[src/rtl/bcd_digit_scanner_pkg.sv]
// Shared definitions for the multiplexed BCD display scan stage.
package bcd_digit_scanner_pkg;

  localparam int BCD_W   = 4;
  localparam int BCD_MAX = 9;

  typedef logic [BCD_W-1:0] bcd_t;

  // Code driven on bcd while nothing meaningful is selected (reset).
  localparam bcd_t BCD_BLANK = '0;

  function automatic logic bcd_valid(input bcd_t d);
    return d <= bcd_t'(BCD_MAX);
  endfunction

endpackage

[src/rtl/bcd_digit_scanner_scan_prescaler.sv]
// Slot/digit counters for the display scan. Strobes describe the upcoming edge
// so the parent can register outputs that line up with the counter state.
module scan_prescaler #(
  parameter int NUM_DIGITS   = 4,
  parameter int PRESCALE     = 1000,
  parameter int BLANK_CYCLES = 16,
  localparam int IDX_W = (NUM_DIGITS > 1) ? $clog2(NUM_DIGITS) : 1,
  localparam int CNT_W = (PRESCALE > 1) ? $clog2(PRESCALE) : 1
) (
  input  logic             clk,
  input  logic             rst_n,
  output logic [IDX_W-1:0] idx_next,
  output logic             slot_start,
  output logic             show_phase,
  output logic             frame_wrap
);

  logic [CNT_W-1:0] cnt_q, cnt_d;
  logic [IDX_W-1:0] idx_q, idx_d;

  always_comb begin
    slot_start = (cnt_q == CNT_W'(PRESCALE - 1));
    frame_wrap = slot_start && (idx_q == IDX_W'(NUM_DIGITS - 1));
    cnt_d      = slot_start ? '0 : cnt_q + CNT_W'(1);
    idx_d      = idx_q;
    if (slot_start) begin
      idx_d = frame_wrap ? '0 : idx_q + IDX_W'(1);
    end
    show_phase = (cnt_d >= CNT_W'(BLANK_CYCLES));
    idx_next   = idx_d;
  end

  always_ff @(posedge clk or negedge rst_n) begin
    if (!rst_n) begin
      cnt_q <= '0;
      idx_q <= '0;
    end else begin
      cnt_q <= cnt_d;
      idx_q <= idx_d;
    end
  end

endmodule

[src/rtl/bcd_digit_scanner.sv]
// Multiplexed BCD scan stage: double-buffered display value committed at frame
// boundaries, per-slot blanking, invalid-digit and leading-zero suppression.
module bcd_digit_scanner
  import bcd_digit_scanner_pkg::*;
#(
  parameter int NUM_DIGITS   = 4,
  parameter int PRESCALE     = 1000,
  parameter int BLANK_CYCLES = 16
) (
  input  logic                        clk,
  input  logic                        rst_n,
  input  logic                        load_valid,
  output logic                        load_ready,
  input  logic [BCD_W*NUM_DIGITS-1:0] load_digits,
  input  logic                        blank_leading,
  output logic [BCD_W-1:0]            bcd,
  output logic [NUM_DIGITS-1:0]       digit_en,
  output logic                        frame_tick
);

  localparam int IDX_W = (NUM_DIGITS > 1) ? $clog2(NUM_DIGITS) : 1;

  logic [IDX_W-1:0] idx_next;
  logic             slot_start, show_phase, frame_wrap;

  scan_prescaler #(
    .NUM_DIGITS  (NUM_DIGITS),
    .PRESCALE    (PRESCALE),
    .BLANK_CYCLES(BLANK_CYCLES)
  ) u_prescaler (
    .clk       (clk),
    .rst_n     (rst_n),
    .idx_next  (idx_next),
    .slot_start(slot_start),
    .show_phase(show_phase),
    .frame_wrap(frame_wrap)
  );

  bcd_t [NUM_DIGITS-1:0] active_q, active_d;
  bcd_t [NUM_DIGITS-1:0] pending_q, pending_d;
  logic                  pending_full_q, pending_full_d;
  bcd_t                  bcd_q, bcd_d;
  logic [NUM_DIGITS-1:0] digit_en_q, digit_en_d;
  logic                  frame_tick_q, frame_tick_d;
  logic [NUM_DIGITS-1:0] lead_zero;
  logic                  zero_run;
  logic                  load_accept, commit, suppress;

  always_comb begin
    load_accept    = load_valid && !pending_full_q;
    commit         = frame_wrap && pending_full_q;
    active_d       = commit ? pending_q : active_q;
    pending_d      = load_accept ? load_digits : pending_q;
    pending_full_d = load_accept || (pending_full_q && !commit);
    frame_tick_d   = frame_wrap;
  end

  // lead_zero[i]: digit i and every digit above it are zero.
  always_comb begin
    zero_run  = 1'b1;
    lead_zero = '0;
    for (int i = NUM_DIGITS - 1; i >= 0; i--) begin
      zero_run     = zero_run && (active_d[i] == BCD_BLANK);
      lead_zero[i] = zero_run;
    end
  end

  // active only changes on a frame wrap, which is also a slot start, so the
  // digit code needs refreshing only when a new slot begins.
  always_comb begin
    bcd_d      = slot_start ? active_d[idx_next] : bcd_q;
    suppress   = !bcd_valid(bcd_d) ||
                 (blank_leading && (idx_next != '0) && lead_zero[idx_next]);
    digit_en_d = (show_phase && !suppress) ? (NUM_DIGITS'(1) << idx_next) : '0;
  end

  always_ff @(posedge clk or negedge rst_n) begin
    if (!rst_n) begin
      active_q       <= '0;
      pending_q      <= '0;
      pending_full_q <= 1'b0;
      bcd_q          <= BCD_BLANK;
      digit_en_q     <= '0;
      frame_tick_q   <= 1'b0;
    end else begin
      active_q       <= active_d;
      pending_q      <= pending_d;
      pending_full_q <= pending_full_d;
      bcd_q          <= bcd_d;
      digit_en_q     <= digit_en_d;
      frame_tick_q   <= frame_tick_d;
    end
  end

  assign load_ready = !pending_full_q;
  assign bcd        = bcd_q;
  assign digit_en   = digit_en_q;
  assign frame_tick = frame_tick_q;

endmodule

[config.mk]
export PLATFORM = sky130hd
export DESIGN_NAME = bcd_digit_scanner
export DESIGN_NICKNAME = d
export VERILOG_FILES = /design/src/rtl/bcd_digit_scanner_pkg.sv /design/src/rtl/bcd_digit_scanner_scan_prescaler.sv /design/src/rtl/bcd_digit_scanner.sv
export SDC_FILE = /design/constraint.sdc
export NUM_CORES = 1
export LEC_CHECK = 0
export BUFFER_PORTS_ARGS = -buffer_cell sky130_fd_sc_hd__buf_2
export CAP_MARGIN = 20
export CORE_MARGIN = 5
export CORE_UTILIZATION = 35
export DETAILED_ROUTE_END_ITERATION = 10
export PLACE_DENSITY_LB_ADDON = 0.25
export SETUP_SLACK_MARGIN = 0.5
export SLEW_MARGIN = 20
export SYNTH_ARGS = -nofsm -noshare
export SYNTH_HDL_FRONTEND = slang
export SYNTH_SLANG_ARGS = --single-unit
[constraint.sdc]
create_clock -name clk -period 2.9 [get_ports clk]
set_input_delay 0.58 -clock clk [delete_from_list [all_inputs] [get_ports clk]]
set_output_delay 0.58 -clock clk [all_outputs]
set_load 0.02 [all_outputs]
==> impl_metrics.csv <==
group,metric,value,unit
critical_path,cp_max_fo,6,
clock_tree,htreeDepth,2,
global_routing,grt_pass1_wl,8.85,mm
placed_design,dp_slack,0.117,ns
yosys,synth_cells,200,
timing,setup_viol,0,
final_layout,multi_input_area,1260,sq um
critical_path,worstPathCellList,"ha_4 -> nand2_8 -> nor4_4 -> buf_4 -> clkbuf_16 -> mux2_4 -> or4_4 -> o22ai_4 -> nor3b_2",
yosys,synth_edf_count,0,
timing,maxSlewViolCount,0,
clock_tree,clkLatencyLatePin,0.31,ns
timing,setup_tns,0,ns
drt,wl_per_cell,14.7,microns
critical_path,cp_data_arrival_time,2.79,ns
drt,drt-total-wl,5.26,mm
clock_tree,root_buffer,"clkbuf_8",
drt,drc_errors,0,
floorplan,dieArea,9080,sq um
global_routing,grt_max_degree,55,
run,maxCapViolations,0,
power,ir_drop,0.211,mV
yosys,synth_area_per_cell,12.7,sq um
final_layout,regArea,1350,sq um
run_status,status,"finished clean",
drt,routed_via_density,4.79,
timing,rsz0062_at_grt,"true",
placed_design,place_congestion,0.816,
timing,clock.fmax,384,MHz
placed_design,port_buffers,29,
power,power_frac_seq,0.615,
global_routing,overflow,0,
global_routing,track_usage,0.127,
clock_tree,cts_tree,"yes",
final_layout,fin_nets,280,
floorplan,die_w,95.3,microns
clock_tree,cts_sinks,54,
clock_tree,numCtsBuffers,5,
floorplan,core-area,7180,sq um
drt,dr.pass1.iters,5,
yosys,synth_nets,223,
drt,drtAntennaViolNets,0,
yosys,yosysWarningCount,0,
drt,vias,1709,
yosys,synth_ff_type,"dfrtp_1",
critical_path,crit_type,"register to register",
global_routing,grt_pass1_vias,1759,
critical_path,worstSetupEndpointType,"register",
yosys,yosysSeqAreaShare,0.530,
final_layout,drive_gt1_frac,0.484,
critical_path,worstSetupStartpointType,"register",
power,pwr-share-comb,0.040,
critical_path,critical_path.max_stage_delay,0.50,ns
clock_tree,holdBufCountCts,0,
yosys,synth.area.top_cells,"dfrtp_1 53%, mux2_2 11%, nor2_1 2.5%",
critical_path,crit_slowest_cell,"or4_4",
critical_path,cp.required,3.09,ns
global_routing,antenna_found_initial,0,
final_layout,final_common_cell,"dfrtp_1",
floorplan,ios,30,
final_layout,mostFrequentLayoutCells,"52 x dfrtp_1, 29 x buf_2, 27 x buf_4",
power,power.switching,288,uW
timing,tightest_slew,0.677,ns
final_layout,fillers,671,
power,p_sw_frac,0.223,
final_layout,num_antenna_cells,0,
timing,final_hold_viol_count,0,
drt,drt_iter0_drc,109,
min_path,hold_path.class,"input pin to async pin",
floorplan,initial_core_util,0.355,
yosys,async_reset_ff_frac,1.00,
power,power_frac_clock,0.345,
floorplan,rows,31,
timing,fin_skew,0.00891,ns
power,p_leak,0.00154,uW
yosys,synth_seq_cells,54,
final_layout,area_growth,28.4,%
timing,fin_ws,0.298,ns
timing,max-slew-margin-rel,0.549,
power,intPower,1000,uW
yosys,synth_top_cell_area_share,0.530,
timing,min_period,2.60,ns
clock_tree,path_clk_slew,0.10,ns
floorplan,die_h,95.3,microns
yosys,yosys.area.top_type,"dfrtp_1",
clock_tree,max-clock-path-buffers,2,
yosys,synth_area,2550,sq um
placed_design,hpwl,3.64,mm
power,power_density,395,nW/um^2
yosys,synth.distinct_cells,51,
timing,post-route-period-util,0.897,
[registers in the layout (all words and copies together) (netlist names)]
name	count
bcd	4
frame_tick	1
u_prescaler.cnt_q	10
active_q	16
pending_q	16
pending_full_q	1
u_prescaler.idx_q	2
digit_en	4
[worst max-delay path: cells and delay by family (launching register included)]
family                     cells  cell delay, ns
DFF                            1            0.40
and+or+nand+nor                4            0.99
AOI/OAI and AO/OA              1            0.26
muxes                          1            0.32
adders and majority gates      1            0.19
buffers and inverters          2            0.32
[metal layers]
layer,GRT usage,vias up,part of all wire
met5,0,-,0
met4,0.0421,0,0.018
met3,0.0268,10,0.026
met2,0.209,22,0.49
met1,0.166,844,0.46
li1,-,833,-
[synthesized netlist by cell type, drive strengths merged (2+ instances only)]
master  count
dfrtp      54
mux2       33
nor2       17
nand2      13
buf         9
nand3       6
inv         5
nor4        5
o21ai       5
nor3        4
nor3b       4
xnor2       4
a31oi       3
ha          3
mux2i       3
o22ai       3
xor2        3
a222oi      2
o31ai       2
or3         2
[through the flow]
step	total power [uW]	cell area [sq um]	hold WS [ns]	std cells	utilization
2_1_floorplan	826	2570	0.284	200	-
3_3_place_gp	862	2870	0.473	331	0.400
3_5_place_dp	864	2870	0.474	331	0.400
4_1_cts	1320	3220	0.423	352	0.449
5_1_grt	1360	3270	0.448	357	0.456
6_report	1290	3270	0.387	357	0.456
[worst paths after layout]
kind	startpoint	end	slack, ns	cells past startpoint
worst max-delay path	u_prescaler.cnt_q[0]	digit_en[3]	0.30	9
worst min-delay path	rst_n	u_prescaler.cnt_q[2]	0.39	2
worst max register to register	u_prescaler.cnt_q[0]	digit_en[3]	0.30	9
worst min register to register	bcd[0]	bcd[0]	0.49	2
max in group asynchronous	rst_n	u_prescaler.cnt_q[8]	2.04	2
min in group clk	bcd[0]	bcd[0]	0.49	2
[repair_timing]
| action | in CTS | in global routing |
|---|---|---|
| buffers inserted | 12 | 5 |
| hold endpoints to repair | 0 | 0 |
| pin swaps | 13 | 12 |
| gates resized for setup | 23 | 5 |
| cloned | 1 | 0 |
| endpoints found under the setup margin | 7 | 8 |
[cell families after synthesis]
kind of cell,count (synthesis),synth area share
fa+ha+maj,3,0.0147
buf+inv,15,0.0378
simple gates,61,0.136
compound gates,24,0.0933
flops,54,0.530
xor+xnor,7,0.0241
mux,36,0.164
[power by group through the flow]
| stage | Combinational [uW] | Clock (uW) | Sequential [uW] |
|---|---|---|---|
| 2_1_floorplan | 23.4 | 0 | 802 |
| 3_3_place_gp | 52.4 | 0 | 809 |
| 3_5_place_dp | 53.9 | 0 | 810 |
| 4_1_cts | 54.4 | 466 | 796 |
| 5_1_grt | 60.4 | 497 | 799 |
| 6_report | 51.7 | 445 | 795 |
[final cells by class]
cell class                      count  share of cell area
Inverter                            5             0.00574
Clock buffer                        6              0.0252
Sequential cell                    54               0.414
Clock inverter                      2             0.00535
Tap cell                           99              0.0379
Timing Repair Buffer               60               0.127
Multi-Input combinational cell    131               0.385
Note: power is estimated with default switching activity, not from simulation.
